[src/rtl/mod_updown_counter.sv]
// ---------------------------------------------------------------------------
// mod_updown_counter
//
// Modulo-MOD up/down counter used for every stage of the digital-clock time
// chain (prescaler, seconds, minutes, hours, day-of-month). Stages cascade by
// wiring one stage's carry (or borrow) into the next stage's en.
//
// The modulus sets the count range 0..MOD-1 and the width defaults to the
// minimum needed to hold it. A wrap parameter selects wrapping or saturating
// behaviour at the terminal values, and a digit count sizes the optional BCD
// output, which exists only when MOD_COUNTER_BCD_OUT_EN is defined and is a
// combinational double-dabble conversion of count (digit 0 in bits [3:0]).
//
// The counter advances on rising clock edges and resets asynchronously on a
// low reset. Synchronous clear and load (clamped to the terminal value)
// support time-setting. carry and borrow are registered one-cycle pulses on
// the up-wrap and down-wrap respectively; at_max and at_zero are
// combinational flags derived from count.
//
// Per-edge priority: clear > load > en > hold. carry/borrow are only ever
// set by an enabled wrap, so every other edge returns them to 0.
// ---------------------------------------------------------------------------
module mod_updown_counter #(
   parameter int MOD    = 60,
   parameter int BITS   = $clog2(MOD),
   parameter int WRAP   = 1,
   parameter int DIGITS = 2
) (
   input  logic            clock,
   input  logic            reset,
   input  logic            en,
   input  logic            up,
   input  logic            clear,
   input  logic            load,
   input  logic [BITS-1:0] load_value,
   output logic [BITS-1:0] count,
   output logic            carry,
   output logic            borrow,
   output logic            at_max,
   output logic            at_zero
`ifdef MOD_COUNTER_BCD_OUT_EN
   ,
   output logic [4*DIGITS-1:0] count_bcd
`endif
);

   // Elaboration guard: an illegal parameter set instantiates a module that
   // does not exist, so the build stops instead of producing a bad counter.
   generate
      if (MOD < 2 || BITS < $clog2(MOD) || MOD > 10**DIGITS) begin : g_bad_params
         mod_updown_counter_illegal_parameters u_bad_params ();
      end
   endgenerate

   // All arithmetic runs one bit wider than count. That extra bit lets the
   // increment reach MOD itself (needed when MOD == 2**BITS) and turns the
   // decrement's underflow into a plain borrow bit.
   localparam logic [BITS:0]   MOD_EXT = (BITS+1)'(MOD);
   localparam logic [BITS:0]   MAX_EXT = (BITS+1)'(MOD - 1);
   localparam logic [BITS:0]   ONE_EXT = {{BITS{1'b0}}, 1'b1};
   localparam logic [BITS-1:0] MAX_VAL = BITS'(MOD - 1);

   logic [BITS:0]   count_ext;
   logic [BITS:0]   inc_ext;
   logic [BITS:0]   dec_ext;
   logic [BITS:0]   load_ext;
   logic            inc_wraps;
   logic            dec_wraps;

   logic [BITS-1:0] count_nxt;
   logic            carry_nxt;
   logic            borrow_nxt;

   assign count_ext = {1'b0, count};
   assign inc_ext   = count_ext + ONE_EXT;
   assign dec_ext   = count_ext - ONE_EXT;
   assign load_ext  = {1'b0, load_value};

   // Incrementing MOD-1 lands exactly on MOD; decrementing 0 sets the top bit.
   assign inc_wraps = (inc_ext == MOD_EXT);
   assign dec_wraps = dec_ext[BITS];

   // -------------------------------------------------------------------------
   // Next-state selection
   // -------------------------------------------------------------------------
   always_comb begin
      count_nxt  = count;
      carry_nxt  = 1'b0;
      borrow_nxt = 1'b0;

      if (clear) begin
         count_nxt = '0;
      end else if (load) begin
         // Out-of-range load values clamp to the terminal value; a load never
         // raises carry or borrow.
         if (load_ext > MAX_EXT) begin
            count_nxt = MAX_VAL;
         end else begin
            count_nxt = load_value;
         end
      end else if (en) begin
         if (up) begin
            if (inc_wraps) begin
               if (WRAP != 0) begin
                  count_nxt = '0;
                  carry_nxt = 1'b1;
               end
               // Saturating build: hold at MOD-1 with no pulse.
            end else begin
               count_nxt = inc_ext[BITS-1:0];
            end
         end else begin
            if (dec_wraps) begin
               if (WRAP != 0) begin
                  count_nxt  = MAX_VAL;
                  borrow_nxt = 1'b1;
               end
               // Saturating build: hold at 0 with no pulse.
            end else begin
               count_nxt = dec_ext[BITS-1:0];
            end
         end
      end
   end

   // -------------------------------------------------------------------------
   // State registers. Asynchronous reset also kills any pending pulse.
   // -------------------------------------------------------------------------
   always_ff @(posedge clock or negedge reset) begin
      if (!reset) begin
         count  <= '0;
         carry  <= 1'b0;
         borrow <= 1'b0;
      end else begin
         count  <= count_nxt;
         carry  <= carry_nxt;
         borrow <= borrow_nxt;
      end
   end

   assign at_max  = (count == MAX_VAL);
   assign at_zero = (count == '0);

`ifdef MOD_COUNTER_BCD_OUT_EN
   // -------------------------------------------------------------------------
   // Double-dabble: shift count in MSB first, adding 3 to any digit >= 5
   // before each shift so the digit carries correctly into the next one.
   // Purely combinational, so it tracks count with zero latency and is all
   // zero while reset holds count at 0.
   // -------------------------------------------------------------------------
   logic [4*DIGITS-1:0] bcd_work;

   always_comb begin
      bcd_work = '0;
      for (int i = BITS - 1; i >= 0; i--) begin
         for (int d = 0; d < DIGITS; d++) begin
            if (bcd_work[4*d +: 4] >= 4'd5) begin
               bcd_work[4*d +: 4] = bcd_work[4*d +: 4] + 4'd3;
            end
         end
         bcd_work = {bcd_work[4*DIGITS-2:0], count[i]};
      end
   end

   assign count_bcd = bcd_work;
`endif

endmodule

[config.mk]
export PLATFORM = sky130hd
export DESIGN_NAME = mod_updown_counter
export DESIGN_NICKNAME = d
export VERILOG_FILES = /design/src/rtl/mod_updown_counter.sv
export SDC_FILE = /design/constraint.sdc
export NUM_CORES = 1
export LEC_CHECK = 0
export BUFFER_PORTS_ARGS = -buffer_cell sky130_fd_sc_hd__buf_2
export CORE_MARGIN = 2
export CORE_UTILIZATION = 53
export CTS_CLUSTER_SIZE = 28
export DETAILED_ROUTE_END_ITERATION = 12
export GPL_TIMING_DRIVEN = 0
export PLACE_DENSITY = 0.82
export SYNTH_ARGS = -nofsm -noshare
export SYNTH_HDL_FRONTEND = slang
export SYNTH_SLANG_ARGS = --single-unit
export TNS_END_PERCENT = 20
[constraint.sdc]
create_clock -name clock -period 4.7 [get_ports clock]
set_input_delay 0.94 -clock clock [delete_from_list [all_inputs] [get_ports clock]]
set_output_delay 0.94 -clock clock [all_outputs]
set_load 0.01 [all_outputs]
# Word-level counts from Yosys, hierarchy flattened
# Index checks and enable logic that the tools add are counted.
[totals]
regBits = 8
inputBits = 12
word_cells = 27
output_inout_bits = 10
[classes]
mux = 17
n_reduce_logical = 2
add_sub_neg = 2
eq_ne = 2
magnitude_cmp = 1
[op_table]
columns = ["op", "count"]
rows = [
  ["2-to-1 mux 6 bit", 7],
  ["2-to-1 mux 1 bit", 10],
  ["adder 6 x 1 -> 7 bit, second input constant", 1],
  ["equality test 7 x 6 -> 1 bit, second input constant", 1],
  ["subtractor 6 x 1 -> 7 bit, second input constant", 1],
  ["equality test 6 bit, second input constant", 1],
  ["greater-than comparator 6 bit, second input constant", 1],
  ["logical NOT 6 bit", 1],
  ["nonzero test 3 bit", 1],
]

# Logic depth before layout (Yosys ltp)
# Gate-level depths: netlist of run 1.
[depth]
ltp_word = 7
ltp_mapped = 7
depth_no_buf = 6

# Least setup slack after synthesis of run 1
# Ideal clock, no wire load.
[synth_timing]
path_type = "register to output"
from = "register count[0]"
to = "output port at_zero"
setup_slack_ps = 2218
t_arrival_ps = 1542
n_path_buf = 1
path_stages_with_launch = 6
cell_sequence = "dfrtp_1 clkbuf_1 inv_1 ha_1 or3b_1 nor3_1"
[synth_via]
elab_chain_len = 1
[synth_rtl]
columns = ["element", "line", "source"]
rows = [
  ["start, declared", "36", "output logic [BITS-1:0] count,"],
  ["start signal, assigned", "135", "count <= count_nxt;"],
  ["logical NOT 6 bit", "142", "assign at_zero = (count == '0);"],
  ["end, declared", "40", "output logic at_zero"],
]
# Every way passes these cells.

# Final worst setup path of run 1
# Same ends and word-level chain as after synthesis.

==> impl_metrics.json, run 1 <==
{
  "routedWlPerCell_um": 13.76,
  "grt_util_all_layers_pct": 24.89,
  "cts_inserted_buffers": 3,
  "cts.path.max_buffers": 2,
  "start_util_pct": 55.89,
  "gp_congestion": 0.8686,
  "num_vias": 752,
  "r2r_setup_slack_ns": 2.66,
  "synth-xor-area-share_pct": 4.878,
  "reg2reg_to": "count[1]",
  "max_slew_margin_pct": 65.57,
  "crit_slowest_cell": "dfrtp_1",
  "cp_cell_sequence": "clkbuf_1, inv_1, ha_1, or3b_1, nor3_1, buf_2",
  "path_max_fanout": 9,
  "fin_setup_tns_ns": 0,
  "period_share_pct": 61.21,
  "drt_first_iter_violations": 27,
  "setup_ws_ns": 1.823,
  "cap_violations": 0,
  "hpwl_um": 1252,
  "wl_met2_um": 814,
  "seq_area_frac_synth_pct": 27.87,
  "core-area_sq_um": 1285,
  "rsz0062_at_grt": "false",
  "hold_violations": 0,
  "io_pins": 22,
  "postCtsSetupRepairBufs": 0,
  "synthAdderAreaFrac_pct": 5.226,
  "synth_area_sq_um": 718.2,
  "synth_top_area_share_pct": 27.87,
  "clk_latency_ns": 0.27,
  "holdBufCountCts": 0,
  "wl_met3_um": 91,
  "syn_area_per_cell_sq_um": 8.351,
  "drc": 0,
  "h-tree-depth": 1,
  "synthMuxAreaShare_pct": 2.787,
  "cp-start-kind": "flip-flop",
  "fmax_mhz": 347.6,
  "r2r_start": "count[0]",
  "ys_warn_count": 0,
  "synth-seq-cells": 8,
  "drt-met1-wl_um": 770,
  "synthSimpleGateAreaFrac_pct": 26.48,
  "ir_drop_mv": 0.1486,
  "syn-num-nets": 101,
  "place.port_buffers": 20,
  "die_h_um": 40.81,
  "status": "finished clean",
  "setup_viol_count_final": 0,
  "routed.top_layer": "met4",
  "fin_worst_skew_ns": 0.01305,
  "synth-compound-area-share_pct": 25.44,
  "synth.largest_area_cell": "dfrtp_1",
  "min_period_ns": 2.877,
  "antenna_found_initial": 0,
  "power.density_nw_per_um2": 239.1,
  "ant_nets": 0,
  "drv_slew": 0,
  "drt-pass1-iter-count": 4,
  "overflow": 0,
  "critPathRequiredTime_ns": 3.76,
  "p_leak_nw": 0.4180,
  "cts_sinks": 8,
  "synth_top_family_by_area": "simple AND/OR/NAND/NOR gates",
  "clkTransAtPathRegs_ns": 0.06,
  "cts_root_buf": "clkbuf_4",
  "rows": 13,
  "r2r_cells": 7,
  "tritoncts": "built",
  "die_w_um": 40.81,
  "num_antenna_cells": 0,
  "die_area_sq_um": 1665,
  "critPathKind": "flip-flop to primary output",
  "via_per_inst": 6.065,
  "holdCritPathClass": "input pin to async pin",
  "grt_max_degree": 12,
  "grt_pass1_vias": 615,
  "ys_types": 36,
  "cp.arrival_ns": 1.94,
  "worstMarginPinSlew_ns": 0.5034,
  "wl_um": 1706,
  "syn_inst": 86,
  "grt_pass1_wl_um": 2601,
  "slowest_delay_ns": 0.40,
  "nets": 126,
  "netlist_top_cells_area": "dfrtp_1, a21oi_1, ha_1, nor3b_1, nand2_1",
  "place_ws_ns": 2.126,
  "drive_gt1_share_pct": 28.44,
  "cts-resized-gates": 0,
  "area_growth_pct": 19.69,
  "cp-end-kind": "primary output"
}
where the power goes:
group          switching [mW]  internal (mW)
clock network          0.0256         0.0294
registers             0.00460         0.0734
logic                  0.0424         0.0301
synthesized netlist by cell type:
library cell and number:
or3b_1 1, and3_1 2, o32ai_1 1, nand4_1 1
a22oi_1 1, o21bai_1 1, nor2_1 5, nor3b_1 4
a211o_1 2, nor2b_1 2, a2111oi_0 1, nor3_1 2
dfrtp_1 8, o21ai_0 1, nand3_1 2, a311oi_1 1
a31oi_1 4, and4_1 2, o31ai_1 3, buf_4 2
clkbuf_1 2, nor4bb_1 1, nand2_1 7, ha_1 3
buf_2 3, mux2i_1 2, xor2_1 3, or2_1 1
and4_4 1, nor3_2 1, o22ai_1 1, a32oi_1 1
xnor2_1 1, o32ai_2 1, inv_1 4, a21oi_1 8
worst max path at each step:
stage / cells after the start / start / to / slack (ns)
2_1_floorplan: 5 / count[0] / at_zero / 2.22
3_3_place_gp: 6 / count[0] / at_zero / 2.16
5_1_grt: 6 / count[0] / at_zero / 1.72
6_report: 6 / count[0] / at_zero / 1.82
3_5_place_dp: 6 / count[0] / at_zero / 2.13
4_1_cts: 6 / count[0] / at_zero / 1.83
cell usage in the layout, fill, tap and decap left out, drive strengths merged:
master,n
nor4bb,1
or3b,1
nor2,5
nand2,7
xnor2,1
clkbuf,5
or2,1
nand3,2
mux2i,2
dfrtp,8
and3,2
xor2,3
o21bai,1
o21ai,1
a311oi,1
inv,4
a32oi,1
a211o,2
o22ai,1
buf,25
nor2b,2
ha,3
a22oi,1
o32ai,2
a2111oi,1
nand4,1
a21oi,8
and4,3
o31ai,3
a31oi,4
nor3b,4
nor3,3
critical path: cells and delay by family, from the launching register on:
kind / cells / cell delay (ns)
buf+inv: 3 / 0.51
flops: 1 / 0.40
simple gates: 2 / 0.53
fa+ha+maj: 1 / 0.21
sequential cells by signal (all words and copies together), names as in the netlist:
register  flops
borrow        1
count         6
carry         1
routing by layer:
layer  track usage, %  up-vias
met5                0        -
met4            10.00        0
met3            8.152        4
met2            38.67       27
met1            31.33      353
li1                 -      368
cells by family after synthesis:
group | Yosys count
fa+ha+maj | 3
flops | 8
simple gates | 32
mux | 2
xor+xnor | 4
buf+inv | 11
compound gates | 26
stage by stage:
step                cells  hold slack [ns]  area, sq um  utilization [%]  total power, mW
global placement      121           0.6888        837.1            65.14           0.1492
detailed placement    121           0.7177        837.1            65.14           0.1507
global route          124           0.5172        859.6            66.89           0.2185
floorplan              86           0.6444        718.2                -           0.1271
finish                124           0.5048        859.6            66.89           0.2055
CTS                   124           0.5102        859.6            66.89           0.2050
cell type report:
type,count,area (sq um)
flip-flops and latches,8,200.2
clock buffers,3,22.52
plain buffers,7,37.54
fillers,110,425.4
repair buffers,20,100.1
multi-input cells,67,465.4
well taps,15,18.77
inverters,4,15.01
Power figures use the tool's default switching activity.
==> run 2, diff against run 1 <==
ABC_AREA = 1   (was default)
CORE_ASPECT_RATIO = 1.1   (was default)
CORE_UTILIZATION = 45   (was 53)
PLACE_DENSITY = 0.74   (was 0.82)
clock period = 2.6 ns   (was 4.7 ns; I/O delays follow)
==> impl_metrics.json, run 2 <==
{
  "drt-pass1-iter-count": 4,
  "grt_pass1_wl_um": 3174,
  "p_int_mw": 0.2450,
  "synth.largest_area_cell": "dfrtp_1",
  "tritoncts": "built",
  "largest_register_ffs": 6,
  "reg.largest.list": "count x6, borrow x1, carry x1",
  "async_flop_share_pct": 100.0,
  "synth_area_sq_um": 728.2,
  "max_slew_margin_pct": 71.41,
  "synth_edf_count": 0,
  "cp.arrival_ns": 1.68,
  "final_common_cell": "nand2_1",
  "cp_cell_sequence": "inv_1, ha_1, nand4_1, inv_1, buf_2",
  "cts.path.max_buffers": 2,
  "cp-start-kind": "flip-flop",
  "critPathKind": "flip-flop to primary output",
  "crit_family": "buffers and inverters",
  "fmax_mhz": 455.4,
  "h-tree-depth": 1,
  "hpwl_um": 1509,
  "die_h_um": 46.19,
  "critPathRequiredTime_ns": 2.08,
  "via_per_inst": 5.375,
  "postCtsSetupRepairBufs": 0,
  "gp_congestion": 0.8762,
  "reg2reg_to": "count[3]",
  "clockPowerShare_pct": 22.8,
  "critical_path_buf_inv_count": 3,
  "worstMarginPinSlew_ns": 0.4266,
  "place.port_buffers": 21,
  "io_pins": 22,
  "status": "finished clean",
  "drv_slew": 0,
  "cap_violations": 0,
  "fin_worst_skew_ns": 0.0007800,
  "r2r_cells": 9,
  "rsz0062_at_grt": "false",
  "syn-num-nets": 134,
  "sw_frac_of_total_pct": 37.81,
  "ys_warn_count": 0,
  "drc": 0,
  "grt_max_degree": 11,
  "start_util_pct": 47.32,
  "hold_violations": 0,
  "area_growth_pct": 20.45,
  "ys_types": 22,
  "overflow": 0,
  "largest_register": "count",
  "num_vias": 860,
  "r2r_start": "count[0]",
  "dpl.cell_count": 157,
  "routedWlPerCell_um": 12.09,
  "rows": 15,
  "synth-seq-cells": 8,
  "core-area_sq_um": 1539,
  "fin_setup_tns_ns": 0,
  "die_w_um": 42.36,
  "netlist_top_cells_area": "dfrtp_1, nand2_1, nor2_1, nand3_1, inv_1",
  "ant_nets": 0,
  "place_ws_ns": 0.7112,
  "clk_latency_ns": 0.25,
  "path_max_fanout": 7,
  "final_cell_mix": "nand2_1, buf_2, nor2_1",
  "seq_power_share_pct": 38.1,
  "die_area_sq_um": 1956,
  "combPwrFrac_pct": 39.1,
  "p_leak_nw": 0.5107,
  "cts_root_buf": "clkbuf_4",
  "grt_pass1_vias": 747,
  "cts-resized-gates": 0,
  "cpMostUsedCell": "inv_1",
  "p_switching_mw": 0.1490,
  "synthFlopType": "dfrtp_1",
  "crit_slowest_cell": "dfrtp_1",
  "final_cells": 160,
  "drt_first_iter_violations": 15,
  "period_share_pct": 84.47,
  "cts_sinks": 8,
  "min_period_ns": 2.196,
  "syn_inst": 119,
  "holdBufCountCts": 0,
  "syn_area_per_cell_sq_um": 6.119,
  "seq_area_frac_synth_pct": 27.49,
  "setup_ws_ns": 0.4039,
  "r2r_setup_slack_ns": 0.80,
  "drive_gt1_share_pct": 21.68,
  "slowest_delay_ns": 0.46,
  "cp-end-kind": "primary output",
  "synth_top_area_share_pct": 27.49,
  "holdCritPathClass": "input pin to async pin",
  "cts_inserted_buffers": 3,
  "grt_util_all_layers_pct": 21.46,
  "power.density_nw_per_um2": 449.2,
  "clkTransAtPathRegs_ns": 0.05,
  "yosysMostFrequentCell": "nand2_1",
  "num_antenna_cells": 0,
  "ir_drop_mv": 0.4475,
  "synth_common_cells": "nand2_1, nor2_1, inv_1",
  "nets": 160,
  "setup_viol_count_final": 0,
  "antenna_found_initial": 0,
  "wl_um": 1935
}
-- run 2: changes by cell type in the layout (fill, tap and decap cells not counted), sizes merged, moves of 8 or more --
cell	before	now
nor2	5	16
nand2	7	46
inv	4	13
nand3	2	10
-- run 2: power by group through the flow --
stage / logic, mW / clock network [mW] / registers, mW
floorplan: 0.0991 / 0 / 0.152
global placement: 0.146 / 0 / 0.151
detailed placement: 0.150 / 0 / 0.152
CTS: 0.152 / 0.0915 / 0.150
global route: 0.173 / 0.0947 / 0.151
finish: 0.154 / 0.0898 / 0.150
-- run 2: how the worst max path moves through the flow --
stage,endpoint,cells past startpoint,startpoint
final,at_zero,5,count[0]
after global routing,at_zero,5,count[0]
after CTS,at_zero,5,count[0]
after detailed placement,at_zero,5,count[0]
after global placement,at_zero,5,count[0]
after floorplan,at_max,3,count[1]
-- run 2: per-stage QoR --
| step | power (mW) | instance area (sq um) | hold WS (ns) | util [%] |
|---|---|---|---|---|
| finish | 0.3940 | 877.1 | 0.1025 | 56.99 |
| CTS | 0.3941 | 877.1 | 0.09981 | 56.99 |
| detailed placement | 0.3025 | 854.6 | 0.3637 | 55.53 |
| global placement | 0.2962 | 854.6 | 0.3611 | 55.53 |
| global route | 0.4192 | 877.1 | 0.1110 | 56.99 |
| floorplan | 0.2514 | 728.2 | 0.2244 | - |
-- run 2: cell type report --
type | instances | area (sq um)
fillers | 167 | 661.9
multi-input cells | 96 | 460.4
flip-flops and latches | 8 | 200.2
repair buffers | 21 | 105.1
inverters | 13 | 48.80
clock buffers | 3 | 22.52
well taps | 17 | 21.27
plain buffers | 2 | 18.77
-- run 2: logic make-up (layout without fill, tap and decap cells) --
logic type,after synthesis,in the layout,synth area share (%)
simple gates,80,80,47.42
buf+inv,15,39,9.278
compound gates,11,11,8.248
flops,8,8,27.49
fa+ha+maj,3,3,5.155
xor+xnor,2,2,2.406
-- run 2: per-layer routing --
layer  track usage (%)  vias up  wire length [um]
met3             3.922        4                99
met1             24.88      384               820
met5                 0        -                 0
li1                  -      437                 -
met2             40.00       35               993
met4             7.500        0                21
-- run 2: worst register-to-register path: stages, from the launching register on --
cell,delay [ns]
dfrtp_1,0.48
inv_1,0.19
ha_1,0.30
nand4_1,0.17
nand2_1,0.14
o21a_1,0.21
nand2_1,0.05
nand2_1,0.05
nand2_1,0.07
nand2_1,0.05
==> run 3, diff against run 2 <==
CORE_UTILIZATION = 49   (was 45)
PLACE_DENSITY = 0.77   (was 0.74)
clock period = 2.3 ns   (was 2.6 ns; I/O delays follow)
==> impl_metrics.json, run 3 (synthesis gave the netlist of run 2 again) <==
{
  "drt-pass1-iter-count": 4,
  "core-area_sq_um": 1384,
  "final_common_cell": "nand2_1",
  "largest_register_ffs": 6,
  "drc": 0,
  "die_area_sq_um": 1811,
  "reg.largest.list": "count x6, borrow x1, carry x1",
  "nets": 160,
  "p_leak_nw": 0.5107,
  "combPwrFrac_pct": 38.2,
  "cts-resized-gates": 0,
  "max_slew_margin_pct": 69.74,
  "largest_register": "count",
  "fin_setup_tns_ns": 0,
  "slowest_delay_ns": 0.46,
  "place_area_sq_um": 853.3,
  "cts_root_buf": "clkbuf_4",
  "fmax_mhz": 479.1,
  "critPathKind": "flip-flop to primary output",
  "ant_nets": 0,
  "via_per_inst": 5.352,
  "startpoint": "count[0]",
  "cp-start-kind": "flip-flop",
  "grt_pass1_vias": 759,
  "cp.arrival_ns": 1.63,
  "min_period_ns": 2.087,
  "ir_drop_mv": 0.3331,
  "clkTransAtPathRegs_ns": 0.06,
  "overflow": 0,
  "status": "finished clean",
  "rows": 14,
  "cp-end-kind": "primary output",
  "die_w_um": 40.76,
  "cts_inserted_buffers": 3,
  "cp_cell_sequence": "inv_1, ha_1, nand4_1, inv_1, buf_2",
  "fin_worst_skew_ns": 0.004702,
  "grt_pass1_wl_um": 3022,
  "num_vias": 851,
  "die_h_um": 44.43,
  "area_growth_pct": 20.27,
  "gp_congestion": 0.8759,
  "clockPowerShare_pct": 24.0,
  "power.density_nw_per_um2": 509.5,
  "rsz0062_at_grt": "false",
  "num_antenna_cells": 0,
  "r2r_start": "count[0]",
  "period_share_pct": 90.75,
  "worstMarginPinSlew_ns": 0.4514,
  "cpMostUsedCell": "inv_1",
  "hpwl_um": 1458,
  "start_util_pct": 52.62,
  "sw_frac_of_total_pct": 37.88,
  "cts.path.max_buffers": 2,
  "wl_um": 1866,
  "holdBufCountCts": 0,
  "drv_slew": 0,
  "path_max_fanout": 7,
  "cap_violations": 0,
  "r2r_cells": 9,
  "drt_first_iter_violations": 32,
  "critPathRequiredTime_ns": 1.84,
  "io_pins": 22,
  "tritoncts": "built",
  "p_switching_mw": 0.1690,
  "cts_sinks": 8,
  "clk_latency_ns": 0.25,
  "place.port_buffers": 21,
  "h-tree-depth": 1,
  "setup_viol_count_final": 0,
  "holdCritPathClass": "input pin to async pin",
  "seq_power_share_pct": 37.7,
  "antenna_found_initial": 0,
  "grt_util_all_layers_pct": 24.68,
  "postCtsSetupRepairBufs": 0,
  "grt_max_degree": 11,
  "drive_gt1_share_pct": 21.68,
  "p_int_mw": 0.2772,
  "crit_slowest_cell": "dfrtp_1",
  "hold_violations": 0,
  "final_cell_area_sq_um": 875.8,
  "routedWlPerCell_um": 11.74,
  "final_cell_mix": "nand2_1, buf_2, nor2_1"
}
## run 3: cell counts in the layout (fill, tap and decap cells not counted)
Identical to the previous run, type by type.
## run 3: routing by layer
metal / GRT usage [%] / up-vias / routed length (um)
met5: 0 / - / 0
met4: 11.33 / 0 / 39
met3: 3.015 / 4 / 106
met2: 41.59 / 43 / 890
met1: 30.03 / 374 / 830
li1: - / 430 / -
## run 3: area by class of cell
class	instances	area, sq um
Inverter	13	48.80
Tap cell	16	20.02
Clock buffer	3	22.52
Fill cell	133	508.0
Buffer	2	18.77
Sequential cell	8	200.2
Multi-Input combinational cell	96	460.4
Timing Repair Buffer	21	105.1
## run 3: power groups by stage
stage,logic (mW),clock network [mW],registers [mW]
6_report,0.171,0.107,0.168
5_1_grt,0.195,0.121,0.170
4_1_cts,0.170,0.111,0.168
3_5_place_dp,0.169,0,0.170
3_3_place_gp,0.166,0,0.170
2_1_floorplan,0.112,0,0.172
## run 3: through the flow
step	instances	worst slack, ns	hold WS, ns	util, %	power, mW
2_1_floorplan	119	0.6530	0.1644	-	0.2842
3_3_place_gp	156	0.5162	0.3009	61.66	0.3356
3_5_place_dp	156	0.4963	0.3092	61.66	0.3389
4_1_cts	159	0.2110	0.03348	63.29	0.4484
5_1_grt	159	0.06400	0.03684	63.29	0.4857
6_report	159	0.2128	0.04265	63.29	0.4463
## run 3: worst paths after layout
kind | end | slack (ns)
max reg2reg | count[3] | 0.59
max | at_zero | 0.21
min in group clock | borrow | 0.47
min | count[5] | 0.04
max in group asynchronous | count[0] | 2.08
min reg2reg | count[5] | 0.55
## run 3: critical path: cells and delay by family (launching register included)
family	cells	cell delay, ns
DFF	1	0.46
buffers and inverters	3	0.48
adders and majority gates	1	0.27
and+or+nand+nor	1	0.18
